File: config.mk
export PLATFORM = sky130hd
export DESIGN_NAME = dsp_rr_arbiter
export DESIGN_NICKNAME = d
export VERILOG_FILES = /design/src/rtl/dsp_rr_arbiter.sv
export SDC_FILE = /design/constraint.sdc
export NUM_CORES = 1
export LEC_CHECK = 0
export ABC_AREA = 0
export BUFFER_PORTS_ARGS = -buffer_cell sky130_fd_sc_hd__buf_2
export CORE_UTILIZATION = 43
export CTS_BUF_LIST = sky130_fd_sc_hd__clkbuf_16
export DETAILED_ROUTE_END_ITERATION = 10
export PLACE_DENSITY = 0.85
export SLEW_MARGIN = 20
export SYNTH_ARGS = -nofsm -noshare
export SYNTH_HDL_FRONTEND = slang
export SYNTH_SLANG_ARGS = --single-unit
File: constraint.sdc
create_clock -name clk -period 2.3 [get_ports clk]
set_clock_uncertainty 0.1 [all_clocks]
set_input_delay 0.115 -clock clk [delete_from_list [all_inputs] [get_ports clk]]
set_output_delay 0.115 -clock clk [all_outputs]
set_load 0.02 [all_outputs]
File: src/rtl/dsp_rr_arbiter.sv
`default_nettype none
// ============================================================================
// Module   : dsp_rr_arbiter
// Purpose  : Round-robin arbiter sharing one registered DSP multiply block
//            between NUM_REQ requesters. It accepts one operation per cycle,
//            registers the operands/mode towards the DSP, and carries each
//            operation's requester tag through the DSP latency so the result
//            can be returned to its owner.
// Ports    : clk, rst_n              - clock (also the DSP clock), sync active-low reset
//            req_valid / req_ready   - per-requester handshake (ready is one-hot)
//            req_a / req_b / req_m   - packed per-requester operands and mode bit
//            dsp_a / dsp_b / dsp_m   - registered operands and mode to the DSP
//            dsp_out                 - DSP result
//            resp_valid / resp_id    - result present / owning requester
//            resp_data               - pass-through of dsp_out
//            busy                    - at least one operation in flight
// Revision : 1.0 - initial release
// ============================================================================
module dsp_rr_arbiter #(
    parameter int NUM_REQ     = 4,
    parameter int DATA_WIDTH  = 4,
    parameter int DSP_LATENCY = 2,
    parameter int ID_WIDTH    = 2
) (
    input  logic                                clk,
    input  logic                                rst_n,
    input  logic [NUM_REQ-1:0]                  req_valid,
    output logic [NUM_REQ-1:0]                  req_ready,
    input  logic [NUM_REQ*(DATA_WIDTH/2)-1:0]   req_a,
    input  logic [NUM_REQ*(DATA_WIDTH/2)-1:0]   req_b,
    input  logic [NUM_REQ-1:0]                  req_m,
    output logic [DATA_WIDTH/2-1:0]             dsp_a,
    output logic [DATA_WIDTH/2-1:0]             dsp_b,
    output logic                                dsp_m,
    input  logic [DATA_WIDTH-1:0]               dsp_out,
    output logic                                resp_valid,
    output logic [ID_WIDTH-1:0]                 resp_id,
    output logic [DATA_WIDTH-1:0]               resp_data,
    output logic                                busy
);

    localparam int OP_W  = DATA_WIDTH / 2;
    localparam int PTR_W = (NUM_REQ > 1) ? $clog2(NUM_REQ) : 1;
    // One extra stage on top of the DSP latency covers the operand register
    // in this block that sits in front of the DSP input register.
    localparam int DEPTH = DSP_LATENCY + 1;

    // (base + off) mod NUM_REQ; base < NUM_REQ and off < NUM_REQ, so a single
    // conditional subtraction is enough.
    function automatic logic [PTR_W-1:0] f_wrap_add(input logic [PTR_W-1:0] base,
                                                    input int off);
        logic [PTR_W:0] s;
        s = {1'b0, base} + {1'b0, PTR_W'(off)};
        if (s >= (PTR_W+1)'(NUM_REQ)) begin
            s = s - (PTR_W+1)'(NUM_REQ);
        end
        return s[PTR_W-1:0];
    endfunction

    logic [PTR_W-1:0]               r_ptr;
    logic [OP_W-1:0]                r_dsp_a;
    logic [OP_W-1:0]                r_dsp_b;
    logic                           r_dsp_m;
    logic [DEPTH-1:0]               r_tag_v;
    logic [DEPTH-1:0][ID_WIDTH-1:0] r_tag_id;

    logic                           w_found;
    logic [PTR_W-1:0]               w_gnt_idx;
    logic [NUM_REQ-1:0]             w_gnt_onehot;
    logic                           w_xfer;
    logic [OP_W-1:0]                w_sel_a;
    logic [OP_W-1:0]                w_sel_b;
    logic                           w_sel_m;

    // ------------------------------------------------------------------
    // Grant search: first valid requester starting at the pointer.
    // ------------------------------------------------------------------
    always_comb begin
        w_found   = 1'b0;
        w_gnt_idx = '0;
        for (int k = 0; k < NUM_REQ; k++) begin
            if (!w_found && req_valid[f_wrap_add(r_ptr, k)]) begin
                w_found   = 1'b1;
                w_gnt_idx = f_wrap_add(r_ptr, k);
            end
        end
        w_gnt_onehot = '0;
        if (w_found) begin
            w_gnt_onehot[w_gnt_idx] = 1'b1;
        end
    end

    // Ready is held low during reset so no transfer is ever seen while the
    // state is being cleared.
    always_comb begin
        req_ready = rst_n ? w_gnt_onehot : '0;
    end

    assign w_xfer = |(req_valid & req_ready);

    // AND-OR operand mux keyed by the one-hot grant.
    always_comb begin
        w_sel_a = '0;
        w_sel_b = '0;
        w_sel_m = 1'b0;
        for (int i = 0; i < NUM_REQ; i++) begin
            if (w_gnt_onehot[i]) begin
                w_sel_a = req_a[i*OP_W +: OP_W];
                w_sel_b = req_b[i*OP_W +: OP_W];
                w_sel_m = req_m[i];
            end
        end
    end

    // ------------------------------------------------------------------
    // Pointer and DSP operand registers: update only on a transfer.
    // ------------------------------------------------------------------
    always_ff @(posedge clk) begin
        if (!rst_n) begin
            r_ptr   <= '0;
            r_dsp_a <= '0;
            r_dsp_b <= '0;
            r_dsp_m <= 1'b0;
        end else if (w_xfer) begin
            r_ptr   <= f_wrap_add(w_gnt_idx, 1);
            r_dsp_a <= w_sel_a;
            r_dsp_b <= w_sel_b;
            r_dsp_m <= w_sel_m;
        end
    end

    // ------------------------------------------------------------------
    // Tag pipeline: shifts every cycle; idle cycles insert a bubble. Bubble
    // ids are zeroed so resp_id reads 0 whenever no result is present.
    // ------------------------------------------------------------------
    always_ff @(posedge clk) begin
        if (!rst_n) begin
            r_tag_v  <= '0;
            r_tag_id <= '0;
        end else begin
            r_tag_v     <= {r_tag_v[DEPTH-2:0], w_xfer};
            r_tag_id[0] <= w_xfer ? ID_WIDTH'(w_gnt_idx) : '0;
            for (int s = 1; s < DEPTH; s++) begin
                r_tag_id[s] <= r_tag_id[s-1];
            end
        end
    end

    assign dsp_a      = r_dsp_a;
    assign dsp_b      = r_dsp_b;
    assign dsp_m      = r_dsp_m;
    assign resp_valid = r_tag_v[DEPTH-1];
    assign resp_id    = r_tag_id[DEPTH-1];
    assign resp_data  = dsp_out;
    assign busy       = |r_tag_v;

endmodule
`default_nettype wire

==> key figures <==
Placed design
  • Port-buffer cells: 38
  • RD Place Congestion: roughly 0.86
  • Cell count after placement: 156
  • Detailed placer's ending HPWL: 1550 um

Detailed routing
  • Drt initial violations: 14
  • Post-Route WL: about 1900 um
  • Met3 wire length: 65 um
  • Post-route ant nets: 0
  • DR vias: 830
  • Metal2 WL: 972 um
  • Residual DRC: 0
  • Drt first pass iters: 4
  • DR vias/cell: 5.09
  • Wl on met1: 871 um
  • Top routing layer used: met4
  • WL/cell: 11.8 um

Clocking
  • Number of H-tree levels: 1
  • Hold buffers post-CTS: 0
  • Clock Latency Late Sink: 0.24 ns
  • Clock root buffer: clkbuf_16
  • Register clock-pin slew on the reported worst setup and hold paths: 0.05 ns
  • # clock sinks: 16
  • Clock Path Buffers: 2
  • CTS Buf Count: 3
  • CTS tree: built

Floorplan
  • Die width: approximately 47 um
  • Starting Density: 45.4%
  • Row count: 16
  • Top-Level Pins: 47
  • Die area: 2240 um2
  • Area of the core: 1940 um2
  • Die H: around 47 um

Layout
  • Most common cell after layout, fill and taps aside: buf_2
  • Final nets: 171
  • Layout cells sized above 1: 43.4%
  • Antenna Cells: 0
  • Layout area overhead: 37.6%
  • Post-Layout Cell Count: 163
  • Most frequent cells in the layout: buf_2, dfxtp_1, and2_1

STA
  • Fin. max-slew vios: 0
  • Final period util: 98.3%
  • Final critical-path required period: between 2 and 2.5 ns
  • F_max: between 400 and 500 MHz
  • Fin. Hold Viols: 0
  • Slew margin rel.: between 70% and 80%
  • Final setup fails: 0
  • RSZ-0062 raised after global routing: true
  • Worst slew pin tran: 0.340 ns

Logic synthesis
  • Top cell type's share of synthesized area: 36.3%
  • Synth Warn #: 0
  • Synth area leaders: dfxtp_1, and2_1, ha_1, buf_4, a221oi_1
  • Net Count, Synth: about 130
  • Yosys reg bits: 16
  • Post-synth top area cell: dfxtp_1
  • Avg Synthesized Cell Area: 9.29 um2
  • Synthesized area: between 800 and 900 um2
  • Yosys cell types: 28
  • Sequential share of the synthesized area: a little over a third
  • Mapped Cells: 95

Status
  • Status: completed

GRT
  • First-pass GRT wire length: roughly 2600 um
  • Via count of the first global-routing pass: 612
  • Initial antenna violation count: 0
  • Largest net degree at the start of global routing: 12
  • Gr ovfl total: 0
  • GRT Resource Usage Total: 16.5%

Worst setup path
  • Worst Setup End Kind: register
  • CP Launch Point: r_ptr[0]
  • Critical path endpoint: dsp_m
  • Worst R2R Setup Slack: between 0.03 and 0.04 ns
  • R2r worst-path depth: 9
  • R2r endpoint: dsp_m
  • Max FO, Critical Path: 5
  • Worst path arrival time: 2.29 ns
  • CP Launch Type: register
  • Reg-to-reg startpoint: r_ptr[0]
  • Worst Path Required: 2.33 ns
  • WS Path Type: register to register

Power and ir drop
  • Cell Pwr Density: 1010 nW/um2
  • Final Total Pwr: around 1.2 mW
  • Worst IR drop on VDD: 0.000534 V
  • Leakage: 0.590 nW

Job
  • Max-cap viol count: 0

Worst hold path
  • Hold Crit Class: primary input to register
## timing repair
action	CTS	global route
gates resized for setup	1	4
endpoints found under the setup margin	4	8
setup buffers	0	3
pin swaps	1	1
## worst min-delay path by stage
stage                     startpoint      endpoint  slack, ns  cells past startpoint
after floorplan                rst_n   r_tag_id[2]       0.14                      1
after global placement    dsp_out[0]  resp_data[0]       0.13                      0
after detailed placement  dsp_out[0]  resp_data[0]       0.13                      0
after CTS                   req_a[7]      dsp_a[1]       0.09                      4
after global routing        req_a[6]      dsp_a[0]       0.13                      4
final                       req_a[6]      dsp_a[0]        0.1                      4
## cell families (layout without fill, tap and decap cells)
family,Yosys count,count (layout),share of synthesized area (%)
fa+ha+maj,4,4,5.67
flops,16,16,36.3
compound gates,30,30,28.7
simple gates,32,32,21.3
buf+inv,13,54,8.09
## metal layers
layer,track usage (%),up-vias
li1,-,421
met1,23.4,388
met2,23.0,17
met3,3.85,4
met4,8.00,0
met5,0,-
## Yosys cell counts (all sizes together)
cell type and number:
nand2b 1, a31oi 1, clkbuf 2, o22ai 3, nand3 1, a221oi 5
o21ai 2, dfxtp 16, o41ai 1, buf 6, o31ai 5, nand2 7
a21oi 4, a22oi 2, a22o 5, nor2 2, inv 5, nor2b 8
or3 1, or2b 1, ha 4, and2 11, a211oi 1, a21o 1
## state kept, by name (all words and copies together), names as in the netlist
signal,cells
dsp_a,2
dsp_b,2
dsp_m,1
r_ptr,2
r_tag_id,4
r_tag_v,3
resp_id,2
## per-stage QoR
stage / setup slack [ns] / setup TNS, ns / hold WS [ns] / utilization, % / cell area, um2
after global placement: 0.0632 / 0 / 0.130 / 55.8 / 1080
final: 0.0385 / 0 / 0.0960 / 62.5 / 1210
after CTS: 0.0347 / 0 / 0.0916 / 60.2 / 1170
after floorplan: 0.254 / 0 / 0.137 / - / 882
after detailed placement: -0.00145 / -0.00145 / 0.130 / 55.8 / 1080
after global routing: -0.0655 / -0.143 / 0.129 / 62.5 / 1210
## cell type report
type / instances / area (um2)
fill: 170 / 728
multi-input combinational: 66 / 519
sequential: 16 / 320
timing repair buffer: 45 / 243
clock buffer: 3 / 75.1
tap: 27 / 33.8
inverter: 5 / 18.8
clock inverter: 1 / 3.75
## worst max-delay path, cell delays in order, from the launching register on
cell and delay [ns]:
dfxtp_1 0.35, nand2b_1 0.13, a21oi_1 0.08, a211oi_2 0.32, inv_1 0.11, ha_1 0.24
nor2b_2 0.20, a221oi_1 0.28, o31ai_1 0.14, a22o_1 0.20
## power by group
part,internal [mW],switching [mW]
combinational,0.246,0.292
sequential,0.338,0.0338
clock,0.229,0.0932
No activity file was read; power rests on OpenSTA's default activity.
